<file path="config.mk">
export PLATFORM = sky130hd
export DESIGN_NAME = eth_tx_arbiter
export DESIGN_NICKNAME = d
export VERILOG_FILES = /design/src/rtl/eth_pkg.sv /design/src/rtl/eth_tx_arbiter.sv
export SDC_FILE = /design/constraint.sdc
export NUM_CORES = 1
export LEC_CHECK = 0
export CAP_MARGIN = 20
export CORE_ASPECT_RATIO = 1.2
export CORE_MARGIN = 4
export CORE_UTILIZATION = 35
export DETAILED_ROUTE_END_ITERATION = 6
export GPL_TIMING_DRIVEN = 0
export PLACE_DENSITY = 0.81
export SKIP_LAST_GASP = 1
export SLEW_MARGIN = 15
export SYNTH_ARGS = -nofsm -noshare
export SYNTH_HDL_FRONTEND = slang
export SYNTH_SLANG_ARGS = --single-unit
</file>
<file path="constraint.sdc">
create_clock -name clk -period 3.4 [get_ports clk]
set_clock_uncertainty 0.05 [all_clocks]
set_input_delay 0.68 -clock clk [delete_from_list [all_inputs] [get_ports clk]]
set_output_delay 0.68 -clock clk [all_outputs]
set_load 0.05 [all_outputs]
</file>
<file path="src/rtl/eth_pkg.sv">
// Shared types and widths for the Ethernet transmit path.
package eth_pkg;
  localparam int ETH_LEN_W  = 11;
  localparam int ETH_ADDR_W = 11;
  localparam int ETH_DATA_W = 8;

  typedef enum logic [2:0] {
    IDLE,
    START,
    WAIT_BUSY,
    SEND,
    GAP
  } tx_state_e;
endpackage

</file>
<file path="src/rtl/eth_tx_arbiter.sv">
// Two-requester round-robin arbiter in front of a single MAC transmitter.
// It owns the MAC for one frame at a time and enforces an inter-frame gap.
module eth_tx_arbiter
  import eth_pkg::*;
#(
  parameter int GAP_CYCLES    = 24,
  parameter int START_TIMEOUT = 255
) (
  input  logic                  clk,
  input  logic                  reset,
  input  logic                  r0_req,
  input  logic                  r1_req,
  input  logic [ETH_LEN_W-1:0]  r0_count,
  input  logic [ETH_LEN_W-1:0]  r1_count,
  input  logic [ETH_DATA_W-1:0] r0_data,
  input  logic [ETH_DATA_W-1:0] r1_data,
  output logic                  r0_gnt,
  output logic                  r1_gnt,
  output logic                  r0_done,
  output logic                  r1_done,
  output logic                  r0_adv,
  output logic                  r1_adv,
  output logic [ETH_ADDR_W-1:0] tx_addr,
  output logic                  m_tx_vld,
  output logic [ETH_LEN_W-1:0]  m_tx_count,
  output logic [ETH_DATA_W-1:0] m_tx_data,
  input  logic                  m_tx_busy,
  input  logic                  m_tx_adv,
  input  logic                  m_tx_last,
  input  logic [ETH_ADDR_W-1:0] m_tx_addr,
  output logic                  timeout_err
);

  localparam int GAP_W   = (GAP_CYCLES > 0) ? $clog2(GAP_CYCLES + 1) : 1;
  localparam int TMO_W   = (START_TIMEOUT > 0) ? $clog2(START_TIMEOUT + 1) : 1;
  localparam int GAP_END = (GAP_CYCLES > 0) ? GAP_CYCLES - 1 : 0;
  localparam int TMO_END = (START_TIMEOUT > 0) ? START_TIMEOUT - 1 : 0;

  localparam logic [GAP_W-1:0] GAP_END_V = GAP_END[GAP_W-1:0];
  localparam logic [TMO_W-1:0] TMO_END_V = TMO_END[TMO_W-1:0];
  localparam logic [TMO_W-1:0] TMO_MAX   = '1;

  tx_state_e            state, state_nxt;
  logic                 owner;      // 0 = r0, 1 = r1
  logic                 last_srv;   // requester served most recently
  logic [ETH_LEN_W-1:0] count_q;
  logic [GAP_W-1:0]     gap_cnt;
  logic [TMO_W-1:0]     tmo_cnt;
  logic [1:0]           done_q;
  logic                 tmo_err_q;

  logic take, pick_r1, fin, tmo_hit;

  always_ff @(posedge clk or posedge reset) begin
    if (reset) state <= IDLE;
    else       state <= state_nxt;
  end

  // Ties go to whoever was not served last; a lone requester always wins.
  always_comb begin
    state_nxt = state;
    take      = 1'b0;
    pick_r1   = 1'b0;
    fin       = 1'b0;
    tmo_hit   = 1'b0;
    unique case (state)
      IDLE: begin
        if ((r0_req || r1_req) && !m_tx_busy) begin
          take      = 1'b1;
          pick_r1   = r1_req && (!r0_req || !last_srv);
          state_nxt = START;
        end
      end
      START: state_nxt = WAIT_BUSY;
      WAIT_BUSY: begin
        if (m_tx_busy) begin
          state_nxt = SEND;
        end else if (tmo_cnt == TMO_END_V) begin
          tmo_hit   = 1'b1;
          fin       = 1'b1;
          state_nxt = GAP;
        end
      end
      SEND: begin
        if ((m_tx_adv && m_tx_last) || !m_tx_busy) begin
          fin       = 1'b1;
          state_nxt = GAP;
        end
      end
      GAP: begin
        if (gap_cnt == GAP_END_V) state_nxt = IDLE;
      end
      default: state_nxt = IDLE;
    endcase
  end

  always_ff @(posedge clk or posedge reset) begin
    if (reset) begin
      owner     <= 1'b0;
      last_srv  <= 1'b1;
      count_q   <= '0;
      gap_cnt   <= '0;
      tmo_cnt   <= '0;
      done_q    <= 2'b00;
      tmo_err_q <= 1'b0;
    end else begin
      done_q    <= fin ? (owner ? 2'b10 : 2'b01) : 2'b00;
      tmo_err_q <= tmo_hit;
      if (take) begin
        owner    <= pick_r1;
        last_srv <= pick_r1;
        count_q  <= pick_r1 ? r1_count : r0_count;
      end
      // Timeout counter saturates so a stuck MAC can never make it wrap.
      if (state == WAIT_BUSY) begin
        if (tmo_cnt != TMO_MAX) tmo_cnt <= tmo_cnt + TMO_W'(1);
      end else begin
        tmo_cnt <= '0;
      end
      if (state == GAP) gap_cnt <= gap_cnt + GAP_W'(1);
      else              gap_cnt <= '0;
    end
  end

  assign m_tx_vld    = (state == START);
  assign r0_gnt      = (state == START) && !owner;
  assign r1_gnt      = (state == START) &&  owner;
  assign m_tx_count  = count_q;
  assign m_tx_data   = owner ? r1_data : r0_data;
  assign tx_addr     = m_tx_addr;
  assign r0_adv      = m_tx_adv && (state == SEND) && !owner;
  assign r1_adv      = m_tx_adv && (state == SEND) &&  owner;
  assign r0_done     = done_q[0];
  assign r1_done     = done_q[1];
  assign timeout_err = tmo_err_q;

endmodule

</file>
* After elaboration in Yosys (flattened, before gate mapping)
Index checks and enable logic that the tools add are counted.
** Cells by class
- $add $sub $neg :: 2
- Equality and inequality tests :: 12
- Multiplexer cells :: 22
- Reduce and logical (&&, ||, !) cells :: 17
** Operator list (count)
- 8-bit 2-to-1 mux :: 3
- 3-bit 2-to-1 mux :: 5
- 3-bit case mux with 5 select lines :: 1
- 11-bit 2-to-1 mux :: 1
- 8-bit by 1-bit adder with 8-bit output, second input constant :: 1
- 8-bit equality test, second input constant :: 1
- 1-bit logical AND :: 8
- 1-bit 2-to-1 mux :: 8
- 8-bit inequality test, second input constant :: 1
- 3-bit by 2-bit equality test with 1-bit output, second input constant :: 2
- 2-bit inequality test, second input constant :: 3
- 5-bit by 1-bit adder with 5-bit output, second input constant :: 1
- 5-bit equality test, second input constant :: 1
- 5-bit 2-to-1 mux :: 1
- 1-bit logical NOT :: 4
- 2-bit 2-to-1 mux :: 2
- 4-bit AND reduction :: 1
- 3-bit by 1-bit equality test with 1-bit output, second input constant :: 1
- 3-bit equality test, second input constant :: 1
- 3-bit logical NOT :: 1
- 1-bit logical OR :: 3
- 3-bit inequality test, second input constant :: 1
- 2-bit by 1-bit inequality test with 1-bit output, second input constant :: 1
- 1-bit case mux with 2 select lines :: 1
** Word-level totals
- Flip-flop bits (word level) :: 32
- Input port bits :: 56
- Output and inout bits :: 38
- Logic and storage cells :: 61

* Logic depth before layout (Yosys ltp)
- Depth in word-level cells :: 6
- Mapped depth :: 7

* Worst setup path before layout
Ideal clock, no wire load.
- Kind :: flip-flop to output port
- From :: register state[0]
- To :: output r1_gnt
- Arrival time :: 2.206 ns
- Slack :: 0.464 ns
- Cell stages (with the launch flop) :: 4
- Cells stage by stage :: dfrtp_1 -> inv_1 -> nor3_1 -> and2_1
** Between the ends
- Longest elaborated chain between the ends :: 2
** Ends and longest elaborated chain
- start: declaration :: RTL line eth_tx_arbiter.sv:43 : tx_state_e state, state_nxt;
- start signal: assignment :: RTL line eth_tx_arbiter.sv:56 : else state <= state_nxt;
- 3-bit by 1-bit equality test with 1-bit output
- named net m_tx_vld :: RTL line eth_tx_arbiter.sv:24 : output logic m_tx_vld,
- 1-bit logical AND :: RTL line eth_tx_arbiter.sv:127 : assign r1_gnt = (state == START) && owner;
- end: declaration :: RTL line eth_tx_arbiter.sv:18 : output logic r1_gnt,
The timed path passes the listed nets, and every way through them passes these cells.

* Final worst setup path
- From :: register owner
- To :: output m_tx_data[6]
** Between the ends
- Longest elaborated chain between the ends :: 1
** Ends and longest elaborated chain
- start: declaration :: RTL line eth_tx_arbiter.sv:44 : logic owner;
- start signal: assignment :: RTL line eth_tx_arbiter.sv:110 : owner <= pick_r1;
- 8-bit 2-to-1 mux :: RTL line eth_tx_arbiter.sv:129 : assign m_tx_data = owner ? r1_data : r0_data;
- end: declaration :: RTL line eth_tx_arbiter.sv:26 : output logic [ETH_DATA_W-1:0] m_tx_data,
No other way between the ends.

==> flow_summary.toml <==
[global_routing]
grt_pass1_vias = 1637
grt_max_degree = 33
use_met1_pct = 15.3
grt_use_total_pct = 14.0
top_usage_layer = "met2"
met2_usage_pct = 25.4
grtUsageMet3_pct = 4.76
antenna_found_initial = 0
grt_first_pass_wirelength_um = 7130
grt_overflow = 0

[worst_setup_path]
slowest_delay_ns = 0.71
cp_max_fo = 10
path_buf_inv = 3
slowest_stage = "clkdlybuf4s50_1"
critical_path_class = "reg -> out"
path_delay_family = "buffers and inverters"
start_kind = "flip-flop"
arrival_ns = 2.34
critical_path.cell_chain = "clkbuf_1 > clkbuf_1 > mux2_2 > clkdlybuf4s50_1"
path_common_cell = "clkbuf_1"
crit_path_end_kind = "output port"
critPathRequiredTime_ns = 2.67

[pwr]
p_int_uw = 1100
finalPower_uw = 1990
sw_frac_of_total_pct = 44.5
power_frac_comb_pct = 57.3
power_frac_clock_pct = 14.8
p_leak_uw = 0.00121
ir_worst_vdd_mv = 0.267
power_frac_seq_pct = 27.9
p_per_area_mw_per_mm2 = 715
p_switching_uw = 887

[routing]
dr.pass1.iters = 4
ant_nets = 0
drt-initial-drc-count = 75
wl_um = 4280
wl_per_cell_um = 13.2
vias_per_cell = 4.88
vias = 1581
drc = 0

[synthesis]
async_flop_share_pct = 100
ys_ff_latch = 32
ys.warnings.count = 0
synth_cells = 174
synth_cell_types = 41
avgSynthCellArea_um2 = 10.3
synth_ff_type = "dfrtp_1"
syn_area_mm2 = 0.00179
synth_fp_nets = 233
ys_seq_area_share_pct = 44.7
synth_edf_count = 0

[die]
io_pins = 94
core_mm2 = 0.00494
initial_utilization_pct = 36.3
die_area_mm2 = 0.00634
fp.dieW_um = 73.4
core.rowCount = 28
die_h_um = 86.4

[placed_design]
postPlaceCellArea_mm2 = 0.00269
place_hpwl_um = 3380
gp_congestion = 0.719
post-place-ws_ns = 0.534
portBuffers = 82

[sta]
max_slew_margin_pct = 55.9
setup_ws_ns = 0.333
timing.final.crit_share_pct = 90.2
slew_viol_final = 0
worst_pin_slew_ns = 0.660
timing.fmax_ghz = 0.326
setup_tns_ns = 0
period_needed_ns = 3.07
setup-violations-final = 0
hold_ws_ns = 0.422
rsz0062_at_grt = "no"
hold_viol_final = 0

[cts]
cts-hold-fix-buffers = 0
cts_resized = 0
clkSlewWorstSetupHoldPaths_ns = 0.06
cts_buffer_depth = 2
clock_sinks = 32
clk_latency_ns = 0.28
cts_max_level = 2
cts_root_buf = "clkbuf_8"
postCtsSetupRepairBufs = 0
cts_tree = "done"
cts_made_buffers = 5

[cells_and_area]
fill_cells = 463
synthToLayoutAreaGrowth_pct = 55.1
layout.nets = 322
layout_commonest_cell = "clkdlybuf4s50_1"
drive_gt1_share_pct = 18.2
final_cell_mix = "clkdlybuf4s50_1 (82), dfrtp_1 (31), nor2_1 (17)"
finalInstanceArea_mm2 = 0.00278
num_antenna_cells = 0

[outcome]
run_status = "completed"

[min_path]
min_path_type = "reg -> reg"

[flow_run]
maxCapViolCount = 0
-- flip-flops by register name, summed over array words and instances, names as in the netlist --
register     flops
m_tx_count      11
state            3
timeout_err      1
done_q           2
owner            1
gap_cnt          5
tmo_cnt          8
last_srv         1
-- power groups by stage --
stage	sequential (uW)	clock, uW	combinational [uW]
2_1_floorplan	780	0	584
4_1_cts	558	303	1150
3_3_place_gp	559	0	1130
5_1_grt	577	319	1220
6_report	556	295	1140
3_5_place_dp	564	0	1150
-- worst reg2reg max path, cell delays in order (launching register included) --
cell	delay, ns
dfrtp_1	0.46
nor2_4	0.16
or4b_1	0.46
buf_6	0.15
clkbuf_8	0.16
nand2_1	0.09
o21ai_2	0.06
-- layout make-up --
| class | count | area, um2 | area share, % |
|---|---|---|---|
| plain buffers | 20 | 159 | 5.71 |
| clock buffers | 6 | 82.6 | 2.97 |
| clock inverters | 2 | 10.0 | 0.360 |
| inverters | 4 | 15.0 | 0.540 |
| multi-input cells | 118 | 818 | 29.4 |
| flip-flops and latches | 32 | 802 | 28.8 |
| well taps | 60 | 75.1 | 2.70 |
| repair buffers | 82 | 821 | 29.5 |
-- layer usage --
metal / vias to the layer above / wire length, um
met4: 0 / 51
met2: 63 / 2210
met1: 740 / 1530
li1: 772 / -
met5: - / 0
met3: 6 / 484
-- synth_stat cells, types with 2 or more instances --
master	count	area, um2
a211oi_1	5	37.5
a21oi_1	3	15.0
a31oi_1	2	12.5
and3_1	2	12.5
buf_2	2	10.0
buf_4	11	82.6
buf_6	4	45.0
clkbuf_1	2	7.51
dfrtp_1	31	776
ha_1	3	37.5
inv_1	4	15.0
mux2_2	8	90.1
mux2_4	2	30.0
mux2i_1	11	110
nand2_1	16	60.1
nand3_1	6	30.0
nand4_1	2	12.5
nand4b_1	2	17.5
nor2_1	17	63.8
nor2b_1	3	18.8
nor3_1	4	20.0
o21ai_0	5	25.0
o21ai_1	4	20.0
o21ai_2	5	43.8
xnor2_1	3	26.3
xor2_1	2	17.5
-- per-stage QoR --
stage,cells,utilization [%]
2_1_floorplan,174,-
3_3_place_gp,316,54.5
3_5_place_dp,316,54.5
4_1_cts,324,56.3
5_1_grt,324,56.3
6_report,324,56.3
-- final timing paths --
path	end	slack (ns)	cells past startpoint	startpoint
worst min register to register	m_tx_count[7]	0.42	2	m_tx_count[7]
worst min-delay path	m_tx_count[7]	0.42	2	m_tx_count[7]
max in group asynchronous	m_tx_count[7]	2.10	2	reset
min in group asynchronous	tmo_cnt[5]	0.76	2	reset
worst max register to register	m_tx_count[8]	1.71	6	state[0]
worst max-delay path	m_tx_data[6]	0.33	4	owner
-- kinds of logic after synthesis --
family | count (synthesis) | share of synthesized area, %
AO/OA/AOI/OAI | 27 | 9.97
XOR/XNOR | 5 | 2.44
adder cells (fa/ha/maj) | 3 | 2.09
buffers and inverters | 24 | 9.69
flip-flops | 32 | 44.7
multiplexers | 21 | 12.8
AND/OR/NAND/NOR | 62 | 18.3
(Power assumes the default switching activity.)
